===== src/rtl/alu_sequencer.sv =====
// alu_sequencer: accepts one command per handshake, drives the attached alu,
// gates execution on a C/N/P/Z predicate, and returns the result and flags.
module alu_sequencer #(
    parameter int MAX_WIDTH = 8,
    parameter int CNT_W     = 16
) (
    input  logic                 clk,
    input  logic                 rst,
    input  logic                 cmd_valid,
    output logic                 cmd_ready,
    input  logic [MAX_WIDTH-1:0] cmd_a,
    input  logic [MAX_WIDTH-1:0] cmd_b,
    input  logic [2:0]           cmd_op,
    input  logic [1:0]           cmd_shamt,
    input  logic                 cmd_setf,
    input  logic [2:0]           cmd_cond,
    output logic [MAX_WIDTH-1:0] busA,
    output logic [MAX_WIDTH-1:0] busB,
    output logic [2:0]           selop,
    output logic [1:0]           shamt,
    output logic                 enaf,
    input  logic [MAX_WIDTH-1:0] busC,
    input  logic                 C,
    input  logic                 N,
    input  logic                 P,
    input  logic                 Z,
    output logic                 rsp_valid,
    input  logic                 rsp_ready,
    output logic [MAX_WIDTH-1:0] rsp_data,
    output logic [3:0]           rsp_flags,
    output logic                 rsp_skip,
    output logic [CNT_W-1:0]     ops_done
);

    typedef enum logic [1:0] {
        IDLE   = 2'd0,
        ISSUE  = 2'd1,
        SETTLE = 2'd2,
        RESP   = 2'd3
    } state_t;

    // Execute predicate over the flags as they stand before the operation.
    function automatic logic pred_eval(input logic [2:0] cond,
                                       input logic c, input logic n,
                                       input logic p, input logic z);
        logic r;
        case (cond)
            3'b000:  r = 1'b1;
            3'b001:  r = z;
            3'b010:  r = ~z;
            3'b011:  r = c;
            3'b100:  r = ~c;
            3'b101:  r = n;
            3'b110:  r = p;
            3'b111:  r = 1'b0;
            default: r = 1'b0;
        endcase
        return r;
    endfunction

    state_t                state_q, state_d;
    logic                  cmd_ready_q, cmd_ready_d;
    logic [MAX_WIDTH-1:0]  bus_a_q, bus_a_d;
    logic [MAX_WIDTH-1:0]  bus_b_q, bus_b_d;
    logic [2:0]            selop_q, selop_d;
    logic [1:0]            shamt_q, shamt_d;
    logic                  enaf_q, enaf_d;
    logic                  pred_q, pred_d;
    logic                  rsp_valid_q, rsp_valid_d;
    logic [MAX_WIDTH-1:0]  rsp_data_q, rsp_data_d;
    logic [3:0]            rsp_flags_q, rsp_flags_d;
    logic                  rsp_skip_q, rsp_skip_d;
    logic [CNT_W-1:0]      ops_done_q, ops_done_d;
    logic                  pred_now_s;

    // Predicate is resolved at accept time: the flags cannot change before ISSUE,
    // which lets enaf come straight from a flop during the ISSUE cycle.
    assign pred_now_s = pred_eval(cmd_cond, C, N, P, Z);

    // Next-state and next-output logic for the IDLE/ISSUE/SETTLE/RESP sequence.
    always_comb begin
        state_d     = state_q;
        cmd_ready_d = cmd_ready_q;
        bus_a_d     = bus_a_q;
        bus_b_d     = bus_b_q;
        selop_d     = selop_q;
        shamt_d     = shamt_q;
        enaf_d      = 1'b0;
        pred_d      = pred_q;
        rsp_valid_d = rsp_valid_q;
        rsp_data_d  = rsp_data_q;
        rsp_flags_d = rsp_flags_q;
        rsp_skip_d  = rsp_skip_q;
        ops_done_d  = ops_done_q;
        case (state_q)
            IDLE: begin
                if (cmd_valid && cmd_ready_q) begin
                    state_d     = ISSUE;
                    cmd_ready_d = 1'b0;
                    bus_a_d     = cmd_a;
                    bus_b_d     = cmd_b;
                    selop_d     = cmd_op;
                    shamt_d     = cmd_shamt;
                    pred_d      = pred_now_s;
                    enaf_d      = cmd_setf & pred_now_s;
                end else begin
                    cmd_ready_d = 1'b1;
                end
            end
            ISSUE: begin
                state_d    = SETTLE;
                rsp_skip_d = ~pred_q;
                if (pred_q) begin
                    rsp_data_d = busC;
                    ops_done_d = ops_done_q + {{(CNT_W-1){1'b0}}, 1'b1};
                end else begin
                    rsp_data_d = {MAX_WIDTH{1'b0}};
                end
            end
            SETTLE: begin
                // Flag register in the alu has taken its update at the previous edge.
                state_d     = RESP;
                rsp_flags_d = {C, N, P, Z};
                rsp_valid_d = 1'b1;
            end
            RESP: begin
                if (rsp_ready) begin
                    state_d     = IDLE;
                    rsp_valid_d = 1'b0;
                    cmd_ready_d = 1'b1;
                end else begin
                    rsp_valid_d = 1'b1;
                end
            end
            default: begin
                state_d     = IDLE;
                cmd_ready_d = 1'b1;
                rsp_valid_d = 1'b0;
            end
        endcase
    end

    // State and output registers; reset aborts any in-flight command at once.
    always_ff @(posedge clk or posedge rst) begin
        if (rst) begin
            state_q     <= IDLE;
            cmd_ready_q <= 1'b1;
            bus_a_q     <= {MAX_WIDTH{1'b0}};
            bus_b_q     <= {MAX_WIDTH{1'b0}};
            selop_q     <= 3'b000;
            shamt_q     <= 2'b00;
            enaf_q      <= 1'b0;
            pred_q      <= 1'b0;
            rsp_valid_q <= 1'b0;
            rsp_data_q  <= {MAX_WIDTH{1'b0}};
            rsp_flags_q <= 4'b0000;
            rsp_skip_q  <= 1'b0;
            ops_done_q  <= {CNT_W{1'b0}};
        end else begin
            state_q     <= state_d;
            cmd_ready_q <= cmd_ready_d;
            bus_a_q     <= bus_a_d;
            bus_b_q     <= bus_b_d;
            selop_q     <= selop_d;
            shamt_q     <= shamt_d;
            enaf_q      <= enaf_d;
            pred_q      <= pred_d;
            rsp_valid_q <= rsp_valid_d;
            rsp_data_q  <= rsp_data_d;
            rsp_flags_q <= rsp_flags_d;
            rsp_skip_q  <= rsp_skip_d;
            ops_done_q  <= ops_done_d;
        end
    end

    assign cmd_ready = cmd_ready_q;
    assign busA      = bus_a_q;
    assign busB      = bus_b_q;
    assign selop     = selop_q;
    assign shamt     = shamt_q;
    assign enaf      = enaf_q;
    assign rsp_valid = rsp_valid_q;
    assign rsp_data  = rsp_data_q;
    assign rsp_flags = rsp_flags_q;
    assign rsp_skip  = rsp_skip_q;
    assign ops_done  = ops_done_q;

endmodule


===== config.mk =====
export PLATFORM = sky130hd
export DESIGN_NAME = alu_sequencer
export DESIGN_NICKNAME = d
export VERILOG_FILES = /design/src/rtl/alu_sequencer.sv
export SDC_FILE = /design/constraint.sdc
export NUM_CORES = 1
export LEC_CHECK = 0
export CORE_MARGIN = 5
export CORE_UTILIZATION = 30
export DETAILED_ROUTE_END_ITERATION = 8
export PLACE_DENSITY = 0.6
export SETUP_SLACK_MARGIN = 0.5
export SYNTH_ARGS = -nofsm -noshare
export SYNTH_HDL_FRONTEND = slang
export SYNTH_SLANG_ARGS = --single-unit

===== constraint.sdc =====
create_clock -name clk -period 2.25 [get_ports clk]
set_clock_uncertainty 0.05 [all_clocks]
set_input_delay 0.3375 -clock clk [delete_from_list [all_inputs] [get_ports clk]]
set_output_delay 0.3375 -clock clk [all_outputs]
set_load 0.02 [all_outputs]

After elaboration in Yosys (flattened, before gate mapping) --
Cells that the tools add are included.
Word-level totals: output and inout bits 53, logic and storage cells 51, input bits 41, register bits 56
Operators by class: add/subtract/negate cells 1, eq/ne operators 12, bitwise logic cells 4, reductions and logical operators 9, mux-type cells 12
Operators with widths (number):
- $add 16x1->16 const B | 1
- $eq 3x3->1 const B | 4
- $mux 8 | 1
- $pmux 1 s8 | 1
- $pmux 2 s4 | 1
- $reduce_and 2->1 | 4
- $eq 3x2->1 const B | 2
- $mux 1 | 5
- $eq 2x2->1 const B | 2
- $mux 2 | 2
- $ne 2x2->1 const B | 2
- $pmux 1 s2 | 2
- $reduce_bool 2->1 | 2
- $eq 3x1->1 const B | 1
- $logic_not 3->1 | 1
- $not 1->1 | 3
- $eq 2x1->1 const B | 1
- $logic_not 2->1 | 1
- $and 1x1->1 | 1
- $logic_and 1x1->1 | 1

Longest topological paths before layout --
Gate-level depths: netlist of the first run.
word-level depth 5, depth in mapped cells 7, depth with buffers taken out 6

Least setup slack after synthesis of the first run --
No wires, ideal clock.
path type reg-to-reg, start register state_q[0], end register bus_a_q[0] (netlist: busA[0]), library setup time 125 ps, period minus slack after synthesis 1531 ps, path slack 719 ps, buffers on the path 1, required time 2075 ps, arrival time 1357 ps, cell stages (with the launch flop) 6, cells stage by stage dfrtp_1 inv_1 ha_1 nand3_2 buf_2 mux2_2
Between the ends: longest elaborated chain between the ends 2
Ends and longest elaborated chain:
- from (decl) | RTL line 61 | state_t state_q, state_d;
- from (signal assigned) | RTL line 160 | state_q <= state_d;
- $logic_not 2->1 | RTL line 95 | case (state_q)
- $reduce_and 2->1 (no line)
- to (signal assigned) | RTL line 148 | bus_a_q <= {MAX_WIDTH{1'b0}};
- to (signal assigned) | RTL line 162 | bus_a_q <= bus_a_d;
- to (decl) | RTL line 63 | logic [MAX_WIDTH-1:0] bus_a_q, bus_a_d;
No other way between the ends. A chain may end at the register's enable or synchronous reset.

Worst setup path in the final report of the first run --
start register rsp_data_q[1] (netlist: rsp_data[1]), end output port rsp_data[1]
RTL lines:
- from (decl) | RTL line 70 | logic [MAX_WIDTH-1:0] rsp_data_q, rsp_data_d;
- from (signal assigned) | RTL line 155 | rsp_data_q <= {MAX_WIDTH{1'b0}};
- from (signal assigned) | RTL line 169 | rsp_data_q <= rsp_data_d;
- to (decl) | RTL line 29 | output logic [MAX_WIDTH-1:0] rsp_data,
No word-level cell between the ends.

==> results of run 1 <==
cells in the mapped netlist:
cell type / count
nor3_1: 1
o21ai_0: 9
and4_4: 1
a311oi_1: 2
a21oi_1: 2
xor2_1: 3
and3_4: 1
and2_1: 1
dfstp_2: 1
nor2b_1: 1
and3_1: 5
xnor2_1: 12
inv_1: 11
buf_2: 3
nor2_1: 5
nand4_1: 7
ha_1: 5
nand3_1: 4
or2_0: 1
mux2_1: 1
nand3b_1: 1
dfrtp_1: 55
mux2i_1: 1
and4_1: 1
nand2_1: 15
o32a_1: 1
a21o_1: 2
mux2_2: 26
clkbuf_2: 1
buf_6: 1
nand3_2: 1
o22a_1: 1
a211oi_2: 1
per-layer routing:
metal | track usage (%) | part of all wire, %
met2 | 17.5 | 50
met5 | 0 | 0
met3 | 3.79 | 7.0
met4 | 2.63 | 1.1
met1 | 13.3 | 42
stage by stage:
stage	power [mW]	worst slack, ns
floorplan	2.73	0.719
global placement	3.72	0.403
detailed placement	3.75	0.377
CTS	4.40	0.511
global route	4.61	0.504
finish	4.31	0.555
registers in the layout, indices dropped and copies added (netlist names):
signal	count
rsp_skip	1
shamt	2
state_q	2
rsp_valid	1
enaf	1
pred_q	1
rsp_data	8
busB	8
cmd_ready	1
rsp_flags	4
busA	8
selop	3
ops_done	16
power by group:
part,switching (mW),internal [mW]
clock,0.325,0.330
sequential,0.237,1.40
combinational,0.964,1.06
kinds of logic after synthesis:
kind of cell / synth area share [%]
XOR/XNOR: 5.60
AO/OA/AOI/OAI: 5.07
flip-flops: 59.8
buffers and inverters: 3.09
multiplexers: 13.4
adder cells (fa/ha/maj): 2.67
AND/OR/NAND/NOR: 10.4
layout make-up:
type | count | area (um^2)
Timing Repair Buffer | 98 | 993
Clock buffer | 5 | 68.8
Sequential cell | 56 | 1400
Multi-Input combinational cell | 111 | 872
Inverter | 11 | 45.0
Fill cell | 725 | 4140
Clock inverter | 3 | 42.5
Tap cell | 102 | 128
repair_timing:
| action | in CTS | in global routing |
|---|---|---|
| setup endpoints to repair | 10 | 9 |
| gates resized for setup | 10 | 7 |
| hold buffers | 0 | 0 |
final timing paths:
kind	startpoint	to	slack [ns]	depth (start not counted)
worst min register to register	ops_done[15]	ops_done[15]	0.42	1
max in group asynchronous	rst	cmd_ready	1.27	3
min in group clk	ops_done[15]	ops_done[15]	0.42	1
worst min-delay path	rst	busA[2]	0.32	2
worst max register to register	state_q[1]	busB[3]	0.62	5
worst max-delay path	rsp_data[1]	rsp_data[1]	0.55	1
==> run summary, run 1 <==
Drt wl/cell: 13.2 um
Placed Cells: 378
Register area share after synthesis: 59.8%
Cell Area, Synth: 0.00234 mm^2
DP HPWL: 3.93 mm
RSZ-0062 raised after global routing: false
Synth cell types: 33
Critical path, cell by cell: clkdlybuf4s50_1
Worst-path maximum fanout: 2
CTS tree: built
HP Class: primary input to async pin
H-tree levels: 2
Design area: 0.00355 mm^2
Worst Path Buf+Inv: 1
Startpoint type of the worst setup path: flop
Reg clk slew, reported paths: 0.10 ns
Crit. End Element: output pin
Area added between synthesis and finish: 51.5%
Slew HR: 72.2%
Diodes inserted: 0
First-pass GRT wire length: 8.57 mm
Critical path class: flop to output pin
Status: finished, final reports clean
Flops & latches, synth: 56
Most common cell after layout, fill and taps aside: clkdlybuf4s50_1
Area contributors post-synth: dfrtp_1 (59%), mux2_2 (12%), xnor2_1 (4.5%), ha_1 (2.7%), nand2_1 (2.4%)
Leading cell types in the layout, fill and taps excluded: clkdlybuf4s50_1 (78), dfrtp_1 (55), mux2_2 (26)
Pwr dens: 1210 mW/mm^2
CTS Buffer Depth: 2
Initial antenna violation count: 0
Final setup fails: 0
Vert. Die Dim: 98.4 um
CORE AREA: 0.00769 mm^2
Least-Margin Pin Slew: 0.416 ns
DRT antenna net count: 0
WL final: 5.09 mm
Yosys top cell area share: 58.7%
Port buffer count: 93
Ys Warns: 0
Avg Cell Area, Syn: 12.8 um^2
Row count: 32
Hold slack: 0.325 ns
Share of cells above drive strength 1: 16.2%
Period utilization: 75.3%
Clk root buf: clkbuf_8
CP arrival: 1.31 ns
Final Critical Period: 1.70 ns
Pins Over Slew Limit: 0
Top delay family on crit path: buffers and inverters
Largest net degree at the start of global routing: 29
Leakage: 1.62 nW
Post-CTS Setup Bufs: 0
Die width: 98.4 um
Drt pass-1 iters: 4
Vias in the first global route: 1827
Die Area: 0.00968 mm^2
Util after Layout: 46.2%
DRT iter0 DRCs: 22
Worst vdd ir: 0.000551 V
Hold Fails Final Rpt: 0
Final Non-Filler Cells: 386
Num CTS Buffers: 5
Post-Syn Instances: 183
Worst path max stage delay: 0.62 ns
Setup TNS: 0 ns
Initial core utilization: 30.5%
Placed Area: 0.00344 mm^2
Maxcap violations: 0
Maximum clock rate: 0.590 GHz
Io pins: 94
Clock latency on the worst-skew pair: 0.30 ns
Worst EP required: 1.86 ns
CTS Sinks: 56
DRC violations left: 0
Net Count, Synth: 229
Vias/cell: 4.45
DR vias: 1716
Slowest CP cell: clkdlybuf4s50_1
GP Congestion: 0.699
GRT Total Usage: 10.6%
Yosys top cell by area: dfrtp_1
Gr ovfl total: 0
Nets: 329
Note: power is estimated with default switching activity, not from simulation.
==> run 2, diff against run 1 <==
--- a/config.mk
+++ b/config.mk
@@ -8,7 +8,7 @@
 export CORE_MARGIN = 5
 export CORE_UTILIZATION = 30
 export DETAILED_ROUTE_END_ITERATION = 8
-export PLACE_DENSITY = 0.6
+export PLACE_DENSITY = 0.62
 export SETUP_SLACK_MARGIN = 0.5
 export SYNTH_ARGS = -nofsm -noshare
 export SYNTH_HDL_FRONTEND = slang
==> constraint.sdc (replaced) <==
create_clock -name clk -period 1.52 [get_ports clk]
set_clock_uncertainty 0.05 [all_clocks]
set_input_delay 0.228 -clock clk [delete_from_list [all_inputs] [get_ports clk]]
set_output_delay 0.228 -clock clk [all_outputs]
set_load 0.02 [all_outputs]
==> run 2 against run 1 <==
Sequential cell count is the same. Sequential share of layout area down 7.4 points. Cell count increased by 14%. Register-to-register slack got worse by 0.59 ns. Largest cell class is now buffers. Worst setup slack got worse by 0.53 ns.
==> run summary, run 2 (synthesis results as in run 1) <==
Status: finished, final reports clean
Worst Path Buf+Inv: 1
Vert. Die Dim: 98.4 um
CTS tree: built
Leakage: 2.08 nW
Maximum clock rate: 0.670 GHz
RSZ-0062 raised after global routing: true
Share of cells above drive strength 1: 57.9%
Area added between synthesis and finish: 87.2%
First-pass GRT wire length: 9.96 mm
GP Congestion: 0.784
Final setup fails: 0
Row count: 32
Io pins: 94
DRT antenna net count: 0
WP depth: 6
Num CTS Buffers: 5
Vias in the first global route: 2050
Worst R2R Path Depth: 6
HP Class: primary input to async pin
H-tree levels: 2
Gr ovfl total: 0
Worst vdd ir: 0.00106 V
CTS Sinks: 56
Crit path top cell by count: and4_4
Critical path, cell by cell: inv_2 -> ha_4 -> and4_4 -> and4_4 -> nand3_4 -> xnor2_2
Pins Over Slew Limit: 0
CORE AREA: 0.00769 mm^2
Reg2reg start: state_q[1]
DR vias: 1940
DP HPWL: 4.28 mm
Port buffer count: 93
Pwr dens: 1810 mW/mm^2
Maxcap violations: 0
Worst EP required: 1.66 ns
DRC violations left: 0
Period utilization: 98.2%
Post-CTS Hold Fix Bufs: 0
Reg clk slew, reported paths: 0.10 ns
Most common cell after layout, fill and taps aside: buf_6
Slew HR: 76.0%
Top delay family on crit path: simple AND/OR/NAND/NOR gates
Drt wl/cell: 14.6 um
GRT Total Usage: 12.6%
Critical path origin: state_q[1]
Initial core utilization: 30.5%
CTS Buffer Depth: 2
Clock latency on the worst-skew pair: 0.30 ns
Crit path to: ops_done[15]
Critical path class: flop to flop
DRT iter0 DRCs: 18
Filler cells: 660
Hold Fails Final Rpt: 0
Reg2reg setup slack: 0.03 ns
Drt pass-1 iters: 2
Least-Margin Pin Slew: 0.360 ns
Final Critical Period: 1.49 ns
Largest net degree at the start of global routing: 29
Nets: 382
Max reg flops: 16
Leading cell types in the layout, fill and taps excluded: buf_6 (62), dfrtp_1 (50), buf_4 (45)
Startpoint type of the worst setup path: flop
Slowest CP cell: dfrtp_1
Hold slack: 0.266 ns
Clk root buf: clkbuf_8
Die Area: 0.00968 mm^2
Worst-path maximum fanout: 4
Die width: 98.4 um
Setup TNS: 0 ns
Crit. End Element: flop
Vias/cell: 4.42
FF-to-FF End: ops_done[15]
WL final: 6.42 mm
Diodes inserted: 0
CP arrival: 1.63 ns
Initial antenna violation count: 0
Worst path max stage delay: 0.40 ns
## run 2: cell types whose count changed in the layout (fill, tap and decap cells not counted), sizes merged
cell	change
buf	+106
bufinv	-1
clkbuf	+3
clkdlybuf4s50	-38
clkinv	-1
clkinvlp	-1
dlygate4sd2	-10
dlymetal6s2s	-5
## run 2: worst min-delay path by stage
stage	from	end	slack, ns	cells past startpoint
final	rst	state_q[0]	0.27	3
after CTS	rst	rsp_skip	0.26	3
after detailed placement	ops_done[15]	ops_done[15]	0.41	1
after global placement	ops_done[15]	ops_done[15]	0.40	1
after global routing	rst	pred_q	0.27	3
after floorplan	rst	busA[0]	0.26	1
## run 2: layer usage
layer	vias to the layer above	GRT usage (%)	routed length [um]
li1	940	-	-
met1	948	15.5	2740
met2	49	22.4	3370
met3	3	3.07	279
met4	0	2.84	29
met5	-	0	0
## run 2: metrics by stage
| step | utilization, % | instances | power [mW] | area [um^2] | worst slack [ns] |
|---|---|---|---|---|---|
| floorplan | - | 183 | 4.27 | 2440 | 0.0214 |
| detailed placement | 47.0 | 392 | 5.92 | 3610 | -0.184 |
| global route | 57.1 | 439 | 8.38 | 4390 | -0.0453 |
| global placement | 47.0 | 392 | 5.86 | 3610 | -0.171 |
| finish | 57.1 | 439 | 7.95 | 4390 | 0.0280 |
| CTS | 53.9 | 429 | 7.60 | 4140 | -0.00966 |
## run 2: power by group
group	internal (mW)	total, mW	switching, mW	leakage (nW)
sequential	2.09	2.56	0.467	0.695
combinational	2.64	4.51	1.87	1.34
clock	0.417	0.879	0.462	0.0515
## run 2: worst min-delay path, cell delays in order
cell and delay, ns:
clkdlybuf4s50_1 0.44, clkinvlp_4 0.10, buf_4 0.22
## run 2: repair_timing
action / CTS / global route
pin swaps: 34 / 12
setup endpoints to repair: 109 / 109
cloned: 1 / 0
buffers inserted: 28 / 10
resized for setup: 361 / 38
## run 2: area by class of cell
class	count	area [um^2]	area share, %
clock buffer	8	100	2.28
sequential	56	1410	32.1
inverter	11	47.5	1.08
tap	102	128	2.91
timing repair buffer	151	1520	34.7
multi-input combinational	111	1180	26.9
==> run 3, diff against run 2 <==
--- a/config.mk
+++ b/config.mk
@@ -5,6 +5,7 @@
 export SDC_FILE = /design/constraint.sdc
 export NUM_CORES = 1
 export LEC_CHECK = 0
+export CAP_MARGIN = 20
 export CORE_MARGIN = 5
 export CORE_UTILIZATION = 30
 export DETAILED_ROUTE_END_ITERATION = 8
==> results of run 3 <==
Final layout, timing and power as in run 2 (identical DEF).
